## config.mk

```make
export PLATFORM = sky130hd
export DESIGN_NAME = div_unit
export DESIGN_NICKNAME = d
export VERILOG_FILES = /design/src/rtl/div_unit.sv
export SDC_FILE = /design/constraint.sdc
export NUM_CORES = 1
export LEC_CHECK = 0
export ABC_AREA = 1
export BUFFER_PORTS_ARGS = -buffer_cell sky130_fd_sc_hd__buf_2
export CORE_MARGIN = 2
export CORE_UTILIZATION = 35
export CTS_BUF_LIST = sky130_fd_sc_hd__clkbuf_16
export DETAILED_ROUTE_END_ITERATION = 12
export SLEW_MARGIN = 20
export SYNTH_ARGS = -nofsm -noshare
export SYNTH_HDL_FRONTEND = slang
export SYNTH_SLANG_ARGS = --single-unit
```

## constraint.sdc

```tcl
create_clock -name clk -period 2.6 [get_ports clk]
set_input_delay 0.39 -clock clk [delete_from_list [all_inputs] [get_ports clk]]
set_output_delay 0.39 -clock clk [all_outputs]
set_load 0.005 [all_outputs]
```

## src/rtl/div_unit.sv

```systemverilog
// Iterative restoring divider (DIV/DIVU/REM/REMU) with ROB-age flush and writeback handshake.
// Define DIV_EARLY_OUT_EN to finish in one cycle when |dividend| < |divisor|.
module div_unit #(
   parameter int XLEN  = 32,
   parameter int ROBW  = 7,
   parameter int PREGW = 7
) (
   input  logic             clk,
   input  logic             rst,
   input  logic             en,
   output logic             in_ready,
   input  logic [1:0]       op,
   input  logic [XLEN-1:0]  rs1_data,
   input  logic [XLEN-1:0]  rs2_data,
   input  logic [ROBW-1:0]  robIdx,
   input  logic [PREGW-1:0] rd,
   input  logic             redirect,
   input  logic [ROBW-1:0]  redirectIdx,
   output logic             wb_valid,
   input  logic             wb_ready,
   output logic [XLEN-1:0]  wb_data,
   output logic [ROBW-1:0]  wb_robIdx,
   output logic [PREGW-1:0] wb_rd,
   output logic             div_end
);
   localparam int CNTW = $clog2(XLEN + 1);
   localparam logic [1:0] S_IDLE = 2'd0;
   localparam logic [1:0] S_BUSY = 2'd1;
   localparam logic [1:0] S_DONE = 2'd2;

   logic [1:0]       state_q, state_d;
   logic [CNTW-1:0]  cnt_q, cnt_d;
   logic [XLEN-1:0]  rem_q, rem_d, quo_q, quo_d, dsr_q, dsr_d, wb_data_q, wb_data_d;
   logic             is_rem_q, is_rem_d, q_neg_q, q_neg_d, r_neg_q, r_neg_d;
   logic [ROBW-1:0]  robidx_q, robidx_d;
   logic [PREGW-1:0] rd_q, rd_d;

   logic            signed_op, a_neg, b_neg, div_zero, ovf, early;
   logic [XLEN-1:0] a_mag, b_mag;
   logic [XLEN:0]   rem_shift, diff;
   logic            kill_op, kill_in, accept, handshake;

   // Younger = same wrap flag and larger index, or different wrap flag and smaller index.
   function automatic logic younger(input logic [ROBW-1:0] a, input logic [ROBW-1:0] b);
      if (a[ROBW-1] == b[ROBW-1]) return a[ROBW-2:0] > b[ROBW-2:0];
      else                        return a[ROBW-2:0] < b[ROBW-2:0];
   endfunction

   always_comb begin
      signed_op = ~op[0];
      a_neg     = signed_op & rs1_data[XLEN-1];
      b_neg     = signed_op & rs2_data[XLEN-1];
      a_mag     = a_neg ? -rs1_data : rs1_data;
      b_mag     = b_neg ? -rs2_data : rs2_data;
      div_zero  = (rs2_data == '0);
      ovf       = signed_op & (rs1_data == {1'b1, {(XLEN-1){1'b0}}}) & (rs2_data == '1);
`ifdef DIV_EARLY_OUT_EN
      early     = (a_mag < b_mag);
`else
      early     = 1'b0;
`endif
      kill_op   = redirect & (state_q != S_IDLE) & younger(robidx_q, redirectIdx);
      kill_in   = redirect & younger(robIdx, redirectIdx);
      accept    = en & in_ready & ~kill_in;
      handshake = (state_q == S_DONE) & wb_ready;
      rem_shift = {rem_q, quo_q[XLEN-1]};
      diff      = rem_shift - {1'b0, dsr_q};
   end

   always_comb begin
      state_d   = state_q;
      cnt_d     = cnt_q;
      rem_d     = rem_q;
      quo_d     = quo_q;
      dsr_d     = dsr_q;
      wb_data_d = wb_data_q;
      is_rem_d  = is_rem_q;
      q_neg_d   = q_neg_q;
      r_neg_d   = r_neg_q;
      robidx_d  = robidx_q;
      rd_d      = rd_q;
      case (state_q)
         S_IDLE: begin
            if (accept) begin
               state_d  = S_BUSY;
               cnt_d    = '0;
               rem_d    = '0;
               quo_d    = a_mag;
               dsr_d    = b_mag;
               is_rem_d = op[1];
               q_neg_d  = a_neg ^ b_neg;
               r_neg_d  = a_neg;
               robidx_d = robIdx;
               rd_d     = rd;
               // Bypass cases preload the final magnitudes and jump the counter to the finish step.
               if (div_zero) begin
                  cnt_d   = CNTW'(XLEN);
                  quo_d   = '1;
                  rem_d   = a_mag;
                  q_neg_d = 1'b0;
               end else if (ovf) begin
                  cnt_d = CNTW'(XLEN);
                  rem_d = '0;
               end else if (early) begin
                  cnt_d = CNTW'(XLEN);
                  quo_d = '0;
                  rem_d = a_mag;
               end
            end
         end
         S_BUSY: begin
            if (cnt_q == CNTW'(XLEN)) begin
               state_d   = S_DONE;
               wb_data_d = is_rem_q ? (r_neg_q ? -rem_q : rem_q)
                                    : (q_neg_q ? -quo_q : quo_q);
            end else begin
               cnt_d = cnt_q + CNTW'(1);
               rem_d = diff[XLEN] ? rem_shift[XLEN-1:0] : diff[XLEN-1:0];
               quo_d = {quo_q[XLEN-2:0], ~diff[XLEN]};
            end
         end
         S_DONE: begin
            if (handshake) state_d = S_IDLE;
         end
         default: state_d = S_IDLE;
      endcase
      if (kill_op) state_d = S_IDLE;
   end

   always_ff @(posedge clk or negedge rst) begin
      if (!rst) begin
         state_q   <= S_IDLE;
         cnt_q     <= '0;
         rem_q     <= '0;
         quo_q     <= '0;
         dsr_q     <= '0;
         wb_data_q <= '0;
         is_rem_q  <= 1'b0;
         q_neg_q   <= 1'b0;
         r_neg_q   <= 1'b0;
         robidx_q  <= '0;
         rd_q      <= '0;
      end else begin
         state_q   <= state_d;
         cnt_q     <= cnt_d;
         rem_q     <= rem_d;
         quo_q     <= quo_d;
         dsr_q     <= dsr_d;
         wb_data_q <= wb_data_d;
         is_rem_q  <= is_rem_d;
         q_neg_q   <= q_neg_d;
         r_neg_q   <= r_neg_d;
         robidx_q  <= robidx_d;
         rd_q      <= rd_d;
      end
   end

   assign in_ready  = (state_q == S_IDLE);
   assign wb_valid  = (state_q == S_DONE);
   assign div_end   = handshake & ~kill_op;
   assign wb_data   = wb_data_q;
   assign wb_robIdx = robidx_q;
   assign wb_rd     = rd_q;
endmodule

```

==> impl_results.md, run 1 <==
* Largest fanout on the critical path at 3
* Synth Instances at 2224
* Number of global-route vias before repair at 14300
* RSZ-0062 raised after global routing: yes
* Filler-free cell count of the finished design at 2911
* Final Critical Period at 2.51 ns
* Gr ovfl total at 0
* Drt drc at 0
* Num CTS Buffers at 17
* IO buf count at 140
* Die Ht at 202 µm
* Worst setup EP type: primary output
* CTS tree: built
* Synth Flop Type: dfrtp_1
* Fin. Hold Viols at 0
* Rows at 72
* Worst Max-Slew Pin Slew at 0.764 ns
* Diodes inserted at 0
* Avg Inst Size Synth at 6.16 µm²
* Via count at 15000
* Initial drt markers at 1316
* GRT Overall Usage at 0.242
* Top cells by area, synth: dfrtp_1, nand2_1, inv_1
* Pre-CTS setup slack at 0.0533 ns
* Die area at 40700 µm²
* Pins Over Slew Limit at 0
* Core outline area at 38600 µm²
* Most common cell in the netlist: nand2_1
* Hold crit path type: input pin to flop
* Post-route design area at 16000 µm²
* Proportion of layout cells with a drive suffix above 1 at 0.134
* Hold Slack at 0.126 ns
* H-tree levels at 4
* First-pass GRT wire length at 77700 µm
* Routed wl met3 at 2660 µm
* Post-DRT Antenna Nets at 0
* Synthesis-stage register bit count at 153
* CTS Buffer Depth at 2
* WL met1 at 22700 µm
* Initial antenna violation count at 2
* Met2 Wirelength at 22400 µm
* Post-synth top area cell: dfrtp_1
* DIE WIDTH at 202 µm
* Area after DPL at 15200 µm²
* Tcrit/Tclk final at 0.965
* Async S/R FF share, synth at 1.00
* Status: completed
* EDFF count, synth at 0
* Critical path type: flop to primary output
* Area Growth Syn to Fin at 17.0%
* Top layer in use: met4
* FF+latch area at 3830 µm²
* CTS sink cnt at 153
* Arr. time, crit path at 2.12 ns
* Fillers at 4173
* Syn Nets at 2368
* Largest net degree at the start of global routing at 64
* Multi-input gate area at 8390 µm²
* Share of the synthesized area in the top cell type at 0.279
* Setup WS post-layout at 0.0922 ns
* Post-synthesis cell type count at 51
* Synth warn at 0
* Post-layout net count at 2525
* Routed Wire Length at 49700 µm
* Worst path required time at 2.21 ns
* Max-Cap Viols at 0
* Dpl cells at 2869
* WL/cell at 17.1 µm
* DR vias/cell at 5.16
* Register area share after synthesis at 0.279
* CP startpoint kind: flop
* Leakage power at 0.00846 µW
* Reg clk slew, reported paths at 0.07 ns
* Initial Utilization at 0.355
* Gpl congestion at 0.977
* DR pass1 iterations at 8
* Max-slew headroom at 0.485
* Boundary Pins at 141
* Power density over cell area at 1430 nW/µm²
* Syn Std Cell Area at 13700 µm²
* Fmax at 0.399 GHz
* Synth top cells by count: nand2_1, inv_1, nor2_1
* CTS root buf: clkbuf_16
* Setup violators final at 0
* Setup Skew at 0.0260 ns
* Peak supply drop at 0.621 mV
* Detailed Place HPWL at 39200 µm
* Worst-skew pair later-pin latency at 0.46 ns
[metrics by stage]
| stage | utilization | setup TNS [ns] | power, µW |
|---|---|---|---|
| floorplan | - | 0 | 14900 |
| global placement | 0.394 | 0 | 19400 |
| detailed placement | 0.394 | 0 | 19600 |
| CTS | 0.410 | 0 | 22200 |
| global route | 0.415 | -0.0207 | 25100 |
| finish | 0.415 | 0 | 23000 |
[state kept, by name, summed over array words and instances, names as in the netlist, 2 cells and up]
register and flops:
wb_rd 7, wb_robIdx 7, quo_q 32, wb_data 32
rem_q 32, dsr_q 32, cnt_q 6, state_q 2
[metal layers]
metal | GRT usage | up-vias
li1 | - | 7409
met1 | 0.329 | 6997
met2 | 0.387 | 516
met3 | 0.0300 | 88
met4 | 0.105 | 0
met5 | 0 | -
[worst paths after layout]
kind	startpoint	endpoint	slack, ns	cells past startpoint
max	wb_robIdx[5]	div_end	0.09	10
min	rd[1]	wb_rd[1]	0.13	3
max reg2reg	rem_q[10]	rem_q[31]	0.14	15
min reg2reg	wb_data[26]	wb_data[26]	0.48	2
max in group asynchronous	rst	dsr_q[26]	1.35	3
min in group asynchronous	rst	wb_data[17]	0.50	2
[what timing repair did]
item	in CTS	in global routing
buffers inserted	1	6
endpoints found under the setup margin	1	37
hold buffers	1	0
endpoints found under the hold margin	53	0
resized for setup	5	17
gates cloned	0	3
pin swaps	3	6
[kinds of logic after synthesis]
family,after synthesis,synth area share
buffers and inverters,401,0.116
AND/OR/NAND/NOR,1187,0.365
AO/OA/AOI/OAI,359,0.145
adder cells (fa/ha/maj),52,0.0480
flip-flops,153,0.279
XOR/XNOR,72,0.0460
[layout by cell type, fill, tap and decap left out, types with 6 or more instances in the layout]
master,count
o21ai_0,134
nand4_1,31
o21ai_1,22
a21oi_2,11
nor2_1,243
nand3b_1,6
xor2_1,53
clkbuf_16,19
nor2_2,9
xnor2_1,19
a31oi_1,22
inv_2,10
ha_1,44
buf_2,139
dfrtp_1,153
nand2_1,666
a21oi_1,115
nor2_4,6
nand2_2,16
inv_1,322
nand3_1,161
o211ai_1,13
buf_12,8
o22ai_1,19
or2_2,6
buf_4,55
nor3_1,21
[worst max-delay path: stages, from the launching register on]
cell and delay, ns:
dfrtp_1 0.42, ha_4 0.29, nand2_2 0.07, nor2_2 0.13, o21ai_1 0.08, o211ai_1 0.13, nand2_1 0.08, nand3_1 0.08
nor2_2 0.05, nor4_2 0.16, buf_2 0.16
[area by class of cell]
| type | instances | share of cell area |
|---|---|---|
| inverters | 332 | 0.0778 |
| multi-input cells | 1670 | 0.524 |
| clock buffers | 17 | 0.0265 |
| clock inverters | 14 | 0.00843 |
| well taps | 518 | 0.0404 |
| repair buffers | 207 | 0.0843 |
| flip-flops and latches | 153 | 0.239 |
[power breakdown]
group / switching (µW) / internal, µW
registers: 1050 / 3320
logic: 10500 / 5550
clock network: 1230 / 1270
total: 12800 / 10100
No activity file was read; power rests on OpenSTA's default activity.
==> inputs of run 2 (changes only) <==
==> constraint.sdc (replaced) <==
create_clock -name clk -period 2.6 [get_ports clk]
set_input_delay 0.26 -clock clk [delete_from_list [all_inputs] [get_ports clk]]
set_output_delay 0.26 -clock clk [all_outputs]
set_load 0.005 [all_outputs]
==> run 2 against run 1 <==
Against the previous run:
- non-clock buffer count grew 3
- global-route usage shrank 0.29 points
- combinational power is essentially flat
- setup slack gained 0.057 ns
- fmax grew 2.3%
- sequential share of layout area is essentially flat
- highest routed layer unchanged
- clock skew shrank 0.011 ns
- register-to-register slack is essentially flat
- largest power group unchanged
- clock power is essentially flat
- wire length shrank 1.1%
- sequential cell count is the same
- first-iteration DRC count grew 5.0%
==> impl_results.md, run 2 (synthesis gave the netlist of run 1 again) <==
* Status: completed
* Global route hottest layer: met2
* DR vias/cell at 5.09
* Drt drc at 0
* Setup violators final at 0
* Core outline area at 38600 µm²
* Fmax at 0.408 GHz
* Most common cell after layout, fill and taps aside: nand2_1
* Sum Neg Setup Slack at 0 ns
* Slowest-stage cell, CP: ha_1
* Worst-skew pair later-pin latency at 0.46 ns
* DIE WIDTH at 202 µm
* Diodes inserted at 0
* Boundary Pins at 141
* CTS sink cnt at 153
* Peak supply drop at 0.823 mV
* Arr. time, crit path at 2.83 ns
* CP peak stage delay at 0.38 ns
* DR pass1 iterations at 6
* Max-slew headroom at 0.442
* Reg clk slew, reported paths at 0.06 ns
* Setup WS post-layout at 0.149 ns
* Worst setup EP type: flop
* CTS tree: built
* Via count at 14800
* Reg2reg setup slack at 0.15 ns
* CTS root buf: clkbuf_16
* Post-layout net count at 2528
* Detailed Place HPWL at 38700 µm
* Critical path, cell by cell: inv_1 > ha_1 > nand2_1 > nor2_1 > inv_1 > nor2_1 > and2_1 > nand2_1 > nand2_1 > nand2_1 > nand2_1 > nand2_2 > nand2_1 > nand2_1 > a21oi_2
* Delay-heaviest family, CP: simple AND/OR/NAND/NOR gates
* Gpl congestion at 0.984
* Fin. Hold Viols at 0
* Num CTS Buffers at 17
* Routed Wire Length at 49200 µm
* Design Power at 23000 µW
* Pre-CTS setup slack at 0.0893 ns
* RSZ-0062 raised after global routing: no
* Hold crit path type: input pin to flop
* Setup Skew at 0.0149 ns
* Critical path type: flop to flop
* Initial drt markers at 1382
* Most used cell, CP: nand2_1
* Worst Max-Slew Pin Slew at 0.828 ns
* Die Ht at 202 µm
* Initial antenna violation count at 0
* Largest net degree at the start of global routing at 73
* GRT met3 Usage at 0.0401
* Tcrit/Tclk final at 0.943
* Pins Over Slew Limit at 0
* GR Layer Usage met2 at 0.384
* Gr ovfl total at 0
* Largest fanout on the critical path at 5
* Proportion of layout cells with a drive suffix above 1 at 0.128
* First-pass GRT wire length at 76600 µm
* CP startpoint kind: flop
* Rows at 72
* Power density over cell area at 1440 nW/µm²
* CTS Buffer Depth at 2
* WL/cell at 16.9 µm
* Number of global-route vias before repair at 14000
* Most frequent cells in the layout: nand2_1, inv_1, nor2_1, nand3_1, dfrtp_1
* Post-DRT Antenna Nets at 0
* Leakage power at 0.00849 µW
* Met1 Resource Use GR at 0.325
* Final Critical Period at 2.45 ns
* H-tree levels at 4
* Initial Utilization at 0.355
* Worst path required time at 2.98 ns
* Area Growth Syn to Fin at 16.9%
* Critical path buffer and inverter count at 2
* Die area at 40700 µm²
* GRT Overall Usage at 0.239
* IO buf count at 140
* Max-Cap Viols at 0
==> run 2: path summary, 6_finish.rpt <==
kind | endpoint | cells after the start | start
max | rem_q[27] | 15 | dsr_q[24]
min | wb_rd[6] | 3 | rd[6]
max reg2reg | rem_q[27] | 15 | dsr_q[24]
min reg2reg | wb_data[28] | 2 | wb_data[28]
max in group asynchronous | dsr_q[20] | 3 | rst
min in group asynchronous | wb_data[19] | 2 | rst
==> run 2: per-stage QoR <==
step | cell area [µm²] | instances | hold slack [ns] | utilization
floorplan | 13700 | 2224 | -0.0356 | -
global placement | 15200 | 2870 | 0.323 | 0.394
detailed placement | 15200 | 2870 | 0.326 | 0.394
CTS | 15900 | 2909 | 0.00207 | 0.411
global route | 16000 | 2915 | 0.0289 | 0.415
finish | 16000 | 2915 | 0.0122 | 0.415
==> run 2: cell type report <==
type / count / area (µm²)
Fill cell: 4209 / 22600
Multi-Input combinational cell: 1670 / 8340
Sequential cell: 153 / 3830
Timing Repair Buffer: 210 / 1400
Inverter: 332 / 1250
Tap cell: 518 / 648
Clock buffer: 17 / 425
Clock inverter: 15 / 134
==> run 2: metal layers <==
metal  part of all wire  up-vias
met3              0.064       79
met2               0.45      540
met5                  0        -
met1               0.45     6800
li1                   -     7416
met4              0.031        0
==> run 2: power by group <==
group | total, µW | internal (µW) | switching, µW
combinational | 16200 | 5580 | 10600
clock | 2500 | 1400 | 1110
sequential | 4300 | 3330 | 973
total | 23000 | 10300 | 12700
==> run 2: repair_timing <==
action / CTS / global route
endpoints found under the hold margin: 68 / 0
buffers inserted: 0 / 3
hold buffers: 7 / 0
gates resized for setup: 0 / 12
endpoints found under the setup margin: 0 / 31
==> run 2: worst register-to-register path, cell delays in order, from the launching register on <==
cell and delay, ns:
dfrtp_1 0.36, inv_1 0.09, ha_1 0.38, nand2_1 0.13
nor2_1 0.19, inv_1 0.07, nor2_1 0.26, and2_1 0.17
nand2_1 0.12, nand2_1 0.10, nand2_1 0.06, nand2_1 0.11
nand2_2 0.07, nand2_1 0.06, nand2_1 0.07, a21oi_2 0.14
